File: src/rtl/mcu_frame_router_if.sv
// MCU-side SPI byte stream plus the fan-out bus to the command targets.
// The slave modport is the router's view; master is the surrounding environment.
interface mcu_frame_router_if #(
   parameter int unsigned NTARGETS = 4
);
   logic                    spi_strobe;
   logic                    spi_start;
   logic [7:0]              spi_din;
   logic [7:0]              spi_dout;
   logic [NTARGETS-1:0]     tgt_strobe;
   logic                    tgt_start;
   logic [7:0]              tgt_din;
   logic [8*NTARGETS-1:0]   tgt_dout;
   logic [NTARGETS-1:0]     tgt_int;
   logic                    int_out_n;

   modport slave (
      input  spi_strobe, spi_start, spi_din, tgt_dout, tgt_int,
      output spi_dout, tgt_strobe, tgt_start, tgt_din, int_out_n
   );

   modport master (
      output spi_strobe, spi_start, spi_din, tgt_dout, tgt_int,
      input  spi_dout, tgt_strobe, tgt_start, tgt_din, int_out_n
   );
endinterface

File: src/rtl/mcu_frame_router.sv
// Routes MCU SPI frames to one target selected by the frame's first byte,
// returns that target's reply byte, and merges masked target interrupts.
module mcu_frame_router #(
   parameter int unsigned NTARGETS = 4,
   parameter logic [7:0]  CTRL_ID  = 8'hFE
) (
   input  logic              clk,
   input  logic              reset_n,
   mcu_frame_router_if.slave bus
);
   typedef enum logic [2:0] {IDLE, FWD_FIRST, FWD, CTRL, DISCARD} state_t;

   localparam logic [7:0] NT8 = 8'(NTARGETS);

   state_t              state, state_nxt;
   logic [7:0]          sel, sel_nxt;
   logic [1:0]          cidx, cidx_nxt;
   logic [NTARGETS-1:0] mask, mask_nxt;
   logic [NTARGETS-1:0] pending;
   logic [7:0]          err_cnt, err_nxt;
   logic [NTARGETS-1:0] strobe_q, strobe_nxt;
   logic                start_q, start_nxt;
   logic [7:0]          din_q, din_nxt;
   logic [7:0]          dout_q, dout_nxt;
   logic                int_n_q;
   logic [7:0]          reply;
   logic                frame_start;
   logic                data_byte;

   assign frame_start = bus.spi_strobe & bus.spi_start;
   assign data_byte   = bus.spi_strobe & ~bus.spi_start;

   // Compare-based select keeps out-of-range sel values from indexing past the bus.
   always_comb begin
      reply = '0;
      for (int unsigned k = 0; k < NTARGETS; k++) begin
         if (sel == 8'(k)) reply = bus.tgt_dout[8*k +: 8];
      end
   end

   always_comb begin
      state_nxt  = state;
      sel_nxt    = sel;
      cidx_nxt   = cidx;
      mask_nxt   = mask;
      err_nxt    = err_cnt;
      strobe_nxt = '0;
      start_nxt  = start_q;
      din_nxt    = din_q;
      dout_nxt   = 8'h00;

      if (frame_start) begin
         sel_nxt = bus.spi_din;
         if (bus.spi_din < NT8) begin
            state_nxt = FWD_FIRST;
         end else if (bus.spi_din == CTRL_ID) begin
            state_nxt = CTRL;
            cidx_nxt  = '0;
         end else begin
            state_nxt = DISCARD;
            if (err_cnt != '1) err_nxt = err_cnt + 8'd1;
         end
      end else if (data_byte) begin
         case (state)
            FWD_FIRST, FWD: begin
               for (int unsigned k = 0; k < NTARGETS; k++) begin
                  if (sel == 8'(k)) strobe_nxt[k] = 1'b1;
               end
               start_nxt = (state == FWD_FIRST);
               din_nxt   = bus.spi_din;
               state_nxt = FWD;
            end
            CTRL: begin
               if (cidx == 2'd0) mask_nxt = bus.spi_din[NTARGETS-1:0];
               if (cidx == 2'd1 && bus.spi_din[0]) err_nxt = '0;
               if (cidx != 2'd3) cidx_nxt = cidx + 2'd1;
            end
            default: ;
         endcase
      end

      // Reply reflects the state held this cycle, not the byte just arriving.
      case (state)
         FWD_FIRST, FWD: dout_nxt = reply;
         CTRL: begin
            if (cidx == 2'd0)      dout_nxt = 8'(pending);
            else if (cidx == 2'd1) dout_nxt = err_cnt;
            else                   dout_nxt = 8'h00;
         end
         DISCARD: dout_nxt = 8'hFF;
         default: dout_nxt = 8'h00;
      endcase
   end

   always_ff @(posedge clk or negedge reset_n) begin
      if (!reset_n) begin
         state    <= IDLE;
         sel      <= '0;
         cidx     <= '0;
         mask     <= '1;
         err_cnt  <= '0;
         strobe_q <= '0;
         start_q  <= 1'b0;
         din_q    <= '0;
         dout_q   <= '0;
         pending  <= '0;
         int_n_q  <= 1'b1;
      end else begin
         state    <= state_nxt;
         sel      <= sel_nxt;
         cidx     <= cidx_nxt;
         mask     <= mask_nxt;
         err_cnt  <= err_nxt;
         strobe_q <= strobe_nxt;
         start_q  <= start_nxt;
         din_q    <= din_nxt;
         dout_q   <= dout_nxt;
         pending  <= bus.tgt_int & mask;
         int_n_q  <= ~|pending;
      end
   end

   assign bus.spi_dout   = dout_q;
   assign bus.tgt_strobe = strobe_q;
   assign bus.tgt_start  = start_q;
   assign bus.tgt_din    = din_q;
   assign bus.int_out_n  = int_n_q;
endmodule

File: src/flat_wrapper.sv
// flat-port wrapper written by rule: the top's interface ports become plain ports
module mcu_frame_router_flat 
#(
   parameter int unsigned NTARGETS = 4,
   parameter logic [7:0]  CTRL_ID  = 8'hFE
)
  (clk, reset_n, bus_spi_strobe, bus_spi_start, bus_spi_din, bus_tgt_dout, bus_tgt_int, bus_spi_dout, bus_tgt_strobe, bus_tgt_start, bus_tgt_din, bus_int_out_n);
  mcu_frame_router_if #(.NTARGETS(NTARGETS)) bus_i ();
  input  logic clk;
  input  logic reset_n;
  input wire logic [$bits(bus_i.spi_strobe)-1:0] bus_spi_strobe;
  input wire logic [$bits(bus_i.spi_start)-1:0] bus_spi_start;
  input wire logic [$bits(bus_i.spi_din)-1:0] bus_spi_din;
  input wire logic [$bits(bus_i.tgt_dout)-1:0] bus_tgt_dout;
  input wire logic [$bits(bus_i.tgt_int)-1:0] bus_tgt_int;
  output wire logic [$bits(bus_i.spi_dout)-1:0] bus_spi_dout;
  output wire logic [$bits(bus_i.tgt_strobe)-1:0] bus_tgt_strobe;
  output wire logic [$bits(bus_i.tgt_start)-1:0] bus_tgt_start;
  output wire logic [$bits(bus_i.tgt_din)-1:0] bus_tgt_din;
  output wire logic [$bits(bus_i.int_out_n)-1:0] bus_int_out_n;
  assign bus_i.spi_strobe = bus_spi_strobe;
  assign bus_i.spi_start = bus_spi_start;
  assign bus_i.spi_din = bus_spi_din;
  assign bus_i.tgt_dout = bus_tgt_dout;
  assign bus_i.tgt_int = bus_tgt_int;
  assign bus_spi_dout = bus_i.spi_dout;
  assign bus_tgt_strobe = bus_i.tgt_strobe;
  assign bus_tgt_start = bus_i.tgt_start;
  assign bus_tgt_din = bus_i.tgt_din;
  assign bus_int_out_n = bus_i.int_out_n;
  mcu_frame_router #(.NTARGETS(NTARGETS), .CTRL_ID(CTRL_ID)) u_core (.clk(clk), .reset_n(reset_n), .bus(bus_i));
endmodule
File: config.mk
export PLATFORM = sky130hd
export DESIGN_NAME = mcu_frame_router_flat
export DESIGN_NICKNAME = d
export VERILOG_FILES = /design/src/rtl/mcu_frame_router_if.sv /design/src/rtl/mcu_frame_router.sv /design/src/flat_wrapper.sv
export SDC_FILE = /design/constraint.sdc
export NUM_CORES = 1
export LEC_CHECK = 0
export ABC_AREA = 1
export BUFFER_PORTS_ARGS = -buffer_cell sky130_fd_sc_hd__buf_2
export CAP_MARGIN = 20
export CORE_MARGIN = 1.5
export CORE_UTILIZATION = 53
export CTS_BUF_LIST = sky130_fd_sc_hd__clkbuf_16
export CTS_CLUSTER_SIZE = 10
export DETAILED_ROUTE_END_ITERATION = 7
export GPL_ROUTABILITY_DRIVEN = 0
export MAX_ROUTING_LAYER = met4
export PLACE_DENSITY_LB_ADDON = 0.12
export REMOVE_ABC_BUFFERS = 1
export SLEW_MARGIN = 20
export SYNTH_ARGS = -nofsm -noshare
export SYNTH_HDL_FRONTEND = slang
export SYNTH_SLANG_ARGS = --single-unit
File: constraint.sdc
create_clock -name clk -period 1.8 [get_ports clk]
set_clock_uncertainty 0.05 [all_clocks]
set_input_delay 0.09 -clock clk [delete_from_list [all_inputs] [get_ports clk]]
set_output_delay 0.09 -clock clk [all_outputs]
set_load 0.01 [all_outputs]
# Word level (Yosys, flattened, before mapping)
# Cells that the tools add are included.
# word_totals
reg_bits	51
in_bits	48
out_inout_bits	22
elab_cells	82
# classes
n_addsub	2
magnitude_cmp	1
eq_ne	15
muxes	32
bitwise_logic	5
n_reduce_logical	16
# op_table
op	n
$mux W8	13
$pmux W8 S3	1
$eq A8 B2 Y1 const B	2
$mux W3	5
$mux W2	6
$mux W4	3
$ne A2 B2 Y1 const B	5
$reduce_bool A2 Y1	5
$add A8 B1 Y8 const B	1
$eq A8 B1 Y1 const B	1
$eq A8 B8 Y1 const B	1
$logic_not A8 Y1	1
$lt A8 B3 Y1 const B	1
$ne A8 B8 Y1 const B	1
$eq A3 B2 Y1 const B	2
$reduce_and A6 Y1	1
$reduce_and A5 Y1	1
$and A4 B4 Y4	1
$mux W1	4
$reduce_and A4 Y1	1
$reduce_or A4 Y1	1
$eq A3 B1 Y1 const B	1
$eq A3 B3 Y1 const B	1
$reduce_and A3 Y1	1
9 further kinds	11

# Depth between registers and ports, before layout
# Gate-level depths: netlist of the first run.
# logic_depth
ltp_word	6
mapped_depth	10
mapped_depth_nobuf	10

# Worst setup path after synthesis of the first run
# OpenSTA, ideal clock, no wires.
# synth_timing
kind	reg-to-reg
from	reg u_core.err_cnt[0]
to	reg u_core.err_cnt[5]
setup_ns	0.116
arrival_time_ns	1.304
t_required_ns	1.634
setup_slack_ns	0.329
path_stages_with_launch	10
n_path_buf	0
period_less_slack_ns	1.471
path_cell_list	dfrtp_1 > ha_1 > nand3_1 > inv_1 > nand2_1 > nand2_1 > nand2_1 > nand3_2 > nand2_1 > nand2_1
# synth_between
elab_chain_cells	5
elab_cells_between_ends	8
cone_classes	add/sub: 1; eq/ne: 2; mux: 4; reduce/logical: 1
# synth_rtl
element	line	rtl
start, declared	mcu_frame_router.sv:20	logic [7:0] err_cnt, err_nxt;
start signal, assigned	mcu_frame_router.sv:113	err_cnt <= err_nxt;
$add A8 B1 Y8	mcu_frame_router.sv:61	if (err_cnt != '1) err_nxt = err_cnt + 8'd1;
$mux W8	mcu_frame_router.sv:61	
$mux W8	mcu_frame_router.sv:56	end else if (bus.spi_din == CTRL_ID) begin
$mux W8	mcu_frame_router.sv:54	if (bus.spi_din < NT8) begin
$mux W8	mcu_frame_router.sv:52	if (frame_start) begin
# Parallel ways exist; a longest one is shown, timed or not. The select of a mux whose other input is x is not followed.
# A chain may end at the register's enable or synchronous reset.

# Worst setup path after layout of the first run
# layout_timing
from	reg u_core.sel[7]
to	reg u_core.dout_q[5] (netlist: u_core.bus.spi_dout[5])
# layout_between
elab_chain_cells	6
elab_cells_between_ends	9
cone_classes	eq/ne: 3; mux: 5; reduce/logical: 1
# layout_rtl
element	line	rtl
start, declared	mcu_frame_router.sv:16	logic [7:0] sel, sel_nxt;
start signal, assigned	mcu_frame_router.sv:110	sel <= sel_nxt;
$logic_not A8 Y1	mcu_frame_router.sv:37	if (sel == 8'(k)) reply = bus.tgt_dout[8*k +: 8];
$mux W8 (3 in series)	mcu_frame_router.sv:37	
$mux W8 (*)	mcu_frame_router.sv:37	
$pmux W8 S3 (*)	mcu_frame_router.sv:83	case (state)
net u_core.dout_nxt[5]	mcu_frame_router.sv:24	logic [7:0] dout_q, dout_nxt;
end signal, assigned	mcu_frame_router.sv:117	dout_q <= dout_nxt;
end, declared	mcu_frame_router.sv:24	
# The timed path passes the listed nets; every way through them passes the cells marked *.

==> run metrics, run 1 <==
status finished clean; Vias/cell 5.16; sequential share of the synthesized area 47.3%; power per cell area 1130 nW/um^2; Mapped Cells 360; post-synthesis cell type count 30; Design Power 0.00379 W; antenna diode count 0; Nets 489; most common cell in the netlist nand2_1; Worst-Skew Late Latency 0.30 ns; Synth Area in Compound Gates 11.5%; Top Family by Delay on Critical Path simple AND/OR/NAND/NOR gates; r2r setup slk 0.1 ns; detailed-route DRC error count 0; WP buf/inv 0; initial antenna violation count 0; vias 2,607; Final Hold Viols 0; r2r worst-path depth 7; die height 74.5 um; vias in the first global route 2,272; layout cell share with drive strength beyond 1 22.8%; TritonCTS clock tree done; hold path cells 3; Syn. warnings 0; input/output buffers 69; Worst Hold Launch bus_spi_din[4]; Worst Path Required 1.97 ns; r2r startpoint u_core.sel[7]; Clock Sinks 51; crit path max fanout 8; RSZ-0062 raised after global routing no; H-tree levels 2; mux cell area share after synthesis 0%; Worst EP arrival 1.88 ns; CTS root buffer clkbuf_16; Fin Setup TNS 0 ns; max frequency 587 MHz; delay of the slowest cell on the worst path 0.46 ns; largest family of logic cells by synthesized area simple AND/OR/NAND/NOR gates; Setup CP Type flip-flop to flip-flop; Max VDD drop 0.000837 V; Die Footprint 5550 um^2; max_slew headroom 46.5%; xor/xnor share of the synthesized area 0.323%; Yosys top cell area share 42.5%; fin. max-slew vios 0; final worst path period need 1.70 ns; Post-Route Utilization 69.4%; number of synthesized flops with an enable pin 0; Yosys reg bits 51; Area after DPL 3140 um^2; Max-cap violations 0; Layout area overhead 23.3%; Post-synth top cells 113 x nand2_1, 46 x dfrtp_1, 41 x inv_1; Setup Viol. Count Final 0; Initial DRC Count 206; DRT Pass-1 Iters 5; clk slew on worst S/H paths 0.07 ns; starting density of the core 56.3%; first-pass GRT wire length 10,400 um; CP max stage cell nor2_1; async set or reset register ratio after synthesis 100%; All-Layer GR Usage 25.6%; total congestion overflow 0; die width 74.5 um; cell mode on critical path nand2_1; DP HPWL 4720 um; hold_ws 0.0257 ns; post-synthesis adder-cell area fraction 1.85%; largest net degree at the start of global routing 52; Min-Delay Endpoint u_core.bus.tgt_din[4]; crit share post-route 94.7%; Hold Crit Class input pin to flip-flop; post-route cell area 3340 um^2; detailed-route wire length 6510 um; crit-path cells nor2_1, nand2_1, nor2_1, nand2_1, nand3_1, nand2_1, nand2_1; simple-gate share of the synthesized area 31.2%; Std-Cell Rows 25; Area contributors post-synth dfrtp_1 42%, nand2_1 16%, inv_1 5.7%, nand3_1 5.4%, dfstp_2 4.8%; Clock Path Buffers 2; I/O pin total 70; Most used DFF post-synth dfrtp_1; startpoint types flip-flop; LEAKAGE 1.79 nW; syn_area_per_cell 7.53 um^2; Routed WL per cell 12.9 um; Yosys top cell by area dfrtp_1; Post-Syn Area 2710 um^2; Critical R2R Capture u_core.bus.spi_dout[5]; CP Capture Type flip-flop; number of buffers created by CTS 5; core region area 4820 um^2; post-route ant nets 0; actual slew at the worst max-slew pin 0.796 ns
[report_power, final]
| part | switching, W | leakage (nW) | internal (W) |
|---|---|---|---|
| registers | 0.000190 | 0.651 | 0.00149 |
| logic | 0.000689 | 1.07 | 0.000437 |
| clock network | 0.000445 | 0.0723 | 0.000530 |
[cells in the final DEF, fill, tap and decap left out, types with 5 or more instances in the layout]
cell,n
inv_1,41
buf_2,69
clkbuf_16,5
nor2_1,34
nand3_1,29
o211ai_1,8
a21oi_1,9
nand4_1,8
dfstp_2,5
o21ai_0,24
dlygate4sd3_1,5
buf_4,6
dfrtp_1,46
nand2_1,113
[worst reg2reg max path, delay by kind of cell (launching register included)]
| kind | cells | cell delay, ns |
|---|---|---|
| flip-flops | 1 | 0.40 |
| AND/OR/NAND/NOR | 7 | 1.18 |
[logic make-up (layout without fill, tap and decap cells)]
logic type                 after synthesis  in the layout
AOI/OAI and AO/OA                       54             54
buffers and inverters                   53            131
adders and majority gates                4              4
and+or+nand+nor                        197            197
xor gates and xnor gates                 1              1
DFF                                     51             51
[what timing repair did]
action / CTS / global route
resized for setup: 0 / 1
setup endpoints to repair: 0 / 4
hold buffers: 5 / 0
setup buffers: 0 / 0
endpoints found under the hold margin: 50 / 0
[how the worst max path moves through the flow]
stage | startpoint | to | slack [ns] | depth (start not counted)
final | u_core.sel[7] | u_core.bus.spi_dout[5] | 0.1 | 7
after global routing | u_core.sel[0] | u_core.bus.spi_dout[7] | 0.02 | 7
after CTS | u_core.sel[0] | u_core.bus.spi_dout[7] | 0.11 | 6
after detailed placement | u_core.sel[0] | u_core.bus.spi_dout[7] | 0.14 | 6
after global placement | u_core.sel[0] | u_core.bus.spi_dout[5] | 0.14 | 7
after floorplan | u_core.err_cnt[0] | u_core.err_cnt[5] | 0.33 | 9
[flip-flops by register name (all words and copies together), names as in the netlist]
signal	cells
u_core.bus.spi_dout	8
u_core.bus.tgt_din	8
u_core.err_cnt	8
u_core.sel	8
u_core.bus.tgt_strobe	4
u_core.mask	4
u_core.pending	4
u_core.state	3
u_core.cidx	2
u_core.bus.int_out_n	1
u_core.bus.tgt_start	1
[through the flow]
| stage | setup WS, ns | instances |
|---|---|---|
| after global routing | 0.0201 | 505 |
| final | 0.0962 | 505 |
| after CTS | 0.114 | 505 |
| after detailed placement | 0.136 | 492 |
| after floorplan | 0.327 | 350 |
| after global placement | 0.137 | 492 |
[cell type report]
| type | count | area (um^2) |
|---|---|---|
| clock inverters | 3 | 27.5 |
| flip-flops and latches | 51 | 1280 |
| clock buffers | 5 | 125 |
| repair buffers | 80 | 440 |
| inverters | 43 | 161 |
| fillers | 402 | 1480 |
| multi-input cells | 256 | 1220 |
| well taps | 67 | 83.8 |
[per-layer routing]
| layer | global-route usage (%) | share of wire [%] | wire, um |
|---|---|---|---|
| met3 | 4.74 | 8.1 | 525 |
| met4 | 7.68 | 1.2 | 80 |
| met5 | - | 0 | 0 |
| met2 | 40.0 | 44 | 2880 |
| met1 | 34.3 | 46 | 3020 |
(Power assumes the default switching activity.)
==> run 2: changes to the inputs <==
--- a/config.mk
+++ b/config.mk
@@ -6,7 +6,7 @@
 export NUM_CORES = 1
 export LEC_CHECK = 0
 export ABC_AREA = 1
-export BUFFER_PORTS_ARGS = -buffer_cell sky130_fd_sc_hd__buf_2
+export BUFFER_PORTS_ARGS = -buffer_cell sky130_fd_sc_hd__buf_4
 export CAP_MARGIN = 20
 export CORE_MARGIN = 1.5
 export CORE_UTILIZATION = 53
==> run metrics, run 2 (synthesis gave the netlist of run 1 again) <==
Worst-Skew Late Latency 0.29 ns; TritonCTS clock tree done; number of buffers created by CTS 5; status finished clean; actual slew at the worst max-slew pin 0.829 ns; I/O pin total 70; total congestion overflow 0; input/output buffers 69; largest net degree at the start of global routing 52; Fin Setup TNS 0 ns; Worst Path Required 1.98 ns; CTS root buffer clkbuf_16; CP Capture Type flip-flop; Initial DRC Count 183; vias in the first global route 2,469; max frequency 605 MHz; Final Hold Viols 0; initial antenna violation count 0; crit path max fanout 12; footprint of the multi-input gates 1220 um^2; antenna diode count 0; die height 74.5 um; All-Layer GR Usage 26.6%; first-pass GRT wire length 10,700 um; Die Footprint 5550 um^2; Std-Cell Rows 25; clk slew on worst S/H paths 0.07 ns; detailed-route DRC error count 0; LEAKAGE 1.84 nW; Worst EP arrival 1.83 ns; final worst path period need 1.65 ns; Hold Crit Class input pin to flip-flop; Layout area overhead 29.6%; crit share post-route 91.8%; startpoint types flip-flop; DP HPWL 4830 um; detailed-route wire length 6540 um; Vias/cell 5.14; Fill cells 385; Routed WL per cell 13.0 um; Placed Instances 492; DRT Pass-1 Iters 4; Max-cap violations 0; H-tree levels 2; post-route ant nets 0; Post-Layout Cell Count 505; most frequent cells in the layout 113 x nand2_1, 75 x buf_4, 46 x dfrtp_1; Clock Sinks 51; fin. max-slew vios 0; Clock Path Buffers 2; vias 2,595; die width 74.5 um; Setup CP Type flip-flop to flip-flop; sequential cell area 1280 um^2; core region area 4820 um^2; Max VDD drop 0.000971 V; max_slew headroom 44.3%; power per cell area 1110 nW/um^2; layout cell share with drive strength beyond 1 22.8%; Nets 489; most common cell after layout, fill and taps aside nand2_1; RSZ-0062 raised after global routing no; Setup Viol. Count Final 0; starting density of the core 56.3%
## run 2: final cells by class
cell class                 instances  area share, %
multi-input combinational        256           34.7
clock inverter                     3          0.783
clock buffer                       5           3.56
inverter                          43           4.59
timing repair buffer              80           17.4
tap                               67           2.39
sequential                        51           36.5
## run 2: what timing repair did
item,4_1_cts,5_1_grt
gates resized for setup,0,1
hold endpoints to repair,50,0
setup endpoints to repair,0,8
hold buffers,5,0
setup buffers,0,0
## run 2: worst paths after layout
path	start	to	slack (ns)	cells past startpoint
max in group asynchronous	reset_n	u_core.bus.tgt_din[0]	0.97	2
hold reg to reg	u_core.pending[2]	u_core.bus.int_out_n	0.36	1
hold / removal	bus_spi_din[4]	u_core.sel[4]	0.04	3
setup / recovery	u_core.sel[0]	u_core.bus.spi_dout[5]	0.15	7
min in group asynchronous	reset_n	u_core.bus.spi_dout[5]	0.31	2
setup reg to reg	u_core.sel[0]	u_core.bus.spi_dout[5]	0.15	7
## run 2: stage by stage
stage	hold slack, ns	setup slack (ns)	utilization, %	cell area, um^2	power [W]
floorplan	-0.256	0.327	-	2660	0.00236
global placement	0.0971	0.156	68.7	3310	0.00292
detailed placement	0.101	0.151	68.7	3310	0.00294
CTS	0.0409	0.119	72.9	3510	0.00392
global route	0.0594	0.0278	73.0	3510	0.00415
finish	0.0423	0.147	73.0	3510	0.00390
## run 2: worst max-delay path, stage by stage, from the launching register on
cell     delay (ns)
dfrtp_1        0.52
inv_1          0.13
nand3_1        0.10
nor2_1         0.41
nand2_1        0.14
nand3_1        0.14
nand2_1        0.05
nand2_1        0.05
## run 2: routing by layer
layer,vias up,track usage [%],share of wire [%]
met5,-,-,0
met4,0,10.5,1.9
met3,13,6.10,8.8
met2,107,43.4,47
met1,1158,32.1,42
li1,1317,-,-
## run 2: where the power goes
part | switching, W | internal (W) | leakage, nW
Clock | 0.000431 | 0.000527 | 0.0719
Sequential | 0.000201 | 0.00150 | 0.651
Combinational | 0.000684 | 0.000559 | 1.12
Total | 0.00132 | 0.00258 | 1.84
==> run 3: changes to the inputs <==
--- a/config.mk
+++ b/config.mk
@@ -9,7 +9,7 @@
 export BUFFER_PORTS_ARGS = -buffer_cell sky130_fd_sc_hd__buf_4
 export CAP_MARGIN = 20
 export CORE_MARGIN = 1.5
-export CORE_UTILIZATION = 53
+export CORE_UTILIZATION = 30
 export CTS_BUF_LIST = sky130_fd_sc_hd__clkbuf_16
 export CTS_CLUSTER_SIZE = 10
 export DETAILED_ROUTE_END_ITERATION = 7
==> run metrics, run 3 (synthesis gave the netlist of run 1 again) <==
WP buf/inv 1; max_slew headroom 57.4%; I/O pin total 70; TritonCTS clock tree done; r2r worst-path depth 9; Clock Sinks 51; most frequent cells in the layout 113 x nand2_1, 81 x buf_4, 46 x dfrtp_1; busiest layer in global routing met2; delay of the slowest cell on the worst path 0.43 ns; global routing usage on met1 22.3%; Worst-Skew Late Latency 0.29 ns; detailed-route DRC error count 0; All-Layer GR Usage 16.1%; Vias/cell 4.69; max frequency 637 MHz; clk slew on worst S/H paths 0.07 ns; fin. max-slew vios 0; Clock Path Buffers 2; Nets 495; total congestion overflow 0; Initial DRC Count 118; CP max stage cell dfrtp_1; Die Footprint 9620 um^2; Routed WL per cell 13.0 um; Std-Cell Rows 34; detailed-route wire length 7170 um; crit share post-route 87.2%; startpoint types flip-flop; Setup CP Type flip-flop to flip-flop; layout cell share with drive strength beyond 1 23.4%; power per cell area 1120 nW/um^2; r2r startpoint u_core.err_cnt[1]; Hold Crit Class input pin to flip-flop; Top Family by Delay on Critical Path simple AND/OR/NAND/NOR gates; Layout area overhead 33.6%; Hold Buf Count CTS 5; H-tree levels 2; Critical Path Start u_core.err_cnt[1]; post-cts gate resize count 0; die height 98.1 um; number of buffers created by CTS 5; RSZ-0062 raised after global routing no; Fin Setup TNS 0 ns; Setup Viol. Count Final 0; met2 GRT Util 24.2%; CP endpoint u_core.err_cnt[3]; Critical Path Stages 9; Worst Path Required 1.93 ns; starting density of the core 31.1%; most common cell after layout, fill and taps aside nand2_1; die width 98.1 um; cell mode on critical path nand2_1; CTS root buffer clkbuf_16; Setup Buffers After CTS 0; input/output buffers 69; r2r setup slk 0.23 ns; Worst EP arrival 1.69 ns; met3 GRT Util 3.51%; vias 2,589; Critical R2R Capture u_core.err_cnt[3]; core region area 8720 um^2; final worst path period need 1.57 ns; vias in the first global route 2,463; post-route ant nets 0; crit-path cells ha_1, nand3_1, inv_1, nand2_1, nand2_1, nand2_1, nand3_2, nand2_1, nand2_1; crit path max fanout 8; Final Hold Viols 0; CP Capture Type flip-flop; DRT Pass-1 Iters 4; Max VDD drop 0.000481 V; Post-Route Utilization 41.5%; initial antenna violation count 0; largest net degree at the start of global routing 52; first-pass GRT wire length 12,200 um; status finished clean; DP HPWL 5490 um; actual slew at the worst max-slew pin 0.640 ns; hold_ws 0.0360 ns; antenna diode count 0; Max-cap violations 0; LEAKAGE 1.89 nW
## run 3: cell count changes in the layout (fill, tap and decap cells not counted), sizes merged
cell / previous run / this run
inv: 44 / 45
bufinv: 0 / 1
buf: 75 / 81
clkinv: 1 / 0
clkinvlp: 1 / 0
## run 3: final cells by class
| class | instances | area (um^2) |
|---|---|---|
| Multi-Input combinational cell | 256 | 1220 |
| Timing Repair Buffer | 86 | 658 |
| Clock buffer | 5 | 125 |
| Tap cell | 108 | 135 |
| Clock inverter | 3 | 42.5 |
| Inverter | 43 | 161 |
| Fill cell | 914 | 5100 |
| Sequential cell | 51 | 1280 |
## run 3: per-stage QoR
stage / power, W / std cells / setup WS [ns] / instance area, um^2
5_1_grt: 0.00435 / 552 / 0.0518 / 3620
3_5_place_dp: 0.00300 / 539 / 0.255 / 3410
3_3_place_gp: 0.00298 / 539 / 0.288 / 3410
6_report: 0.00406 / 552 / 0.231 / 3620
2_1_floorplan: 0.00236 / 350 / 0.327 / 2660
4_1_cts: 0.00410 / 552 / 0.247 / 3620
## run 3: routing by layer
| layer | vias to the layer above | wire length, um |
|---|---|---|
| met1 | 1169 | 3530 |
| met4 | 0 | 55 |
| met5 | - | 0 |
| li1 | 1329 | - |
| met2 | 86 | 3130 |
| met3 | 5 | 457 |
## run 3: how the worst min path moves through the flow
| stage | from | end | cells past startpoint |
|---|---|---|---|
| detailed placement | reset_n | u_core.bus.tgt_din[4] | 1 |
| finish | bus_spi_din[7] | u_core.sel[7] | 3 |
| global placement | reset_n | u_core.bus.tgt_din[7] | 1 |
| floorplan | reset_n | u_core.bus.spi_dout[0] | 0 |
| CTS | bus_spi_din[7] | u_core.sel[7] | 3 |
| global route | bus_spi_din[3] | u_core.mask[3] | 3 |
## run 3: report_power, final
group	internal, W	switching (W)
combinational	0.000584	0.000701
sequential	0.00150	0.000199
clock	0.000656	0.000420
total	0.00274	0.00132
## run 3: worst min-delay path, stage by stage
cell and delay (ns):
buf_4 0.12, inv_1 0.05, o21ai_0 0.07
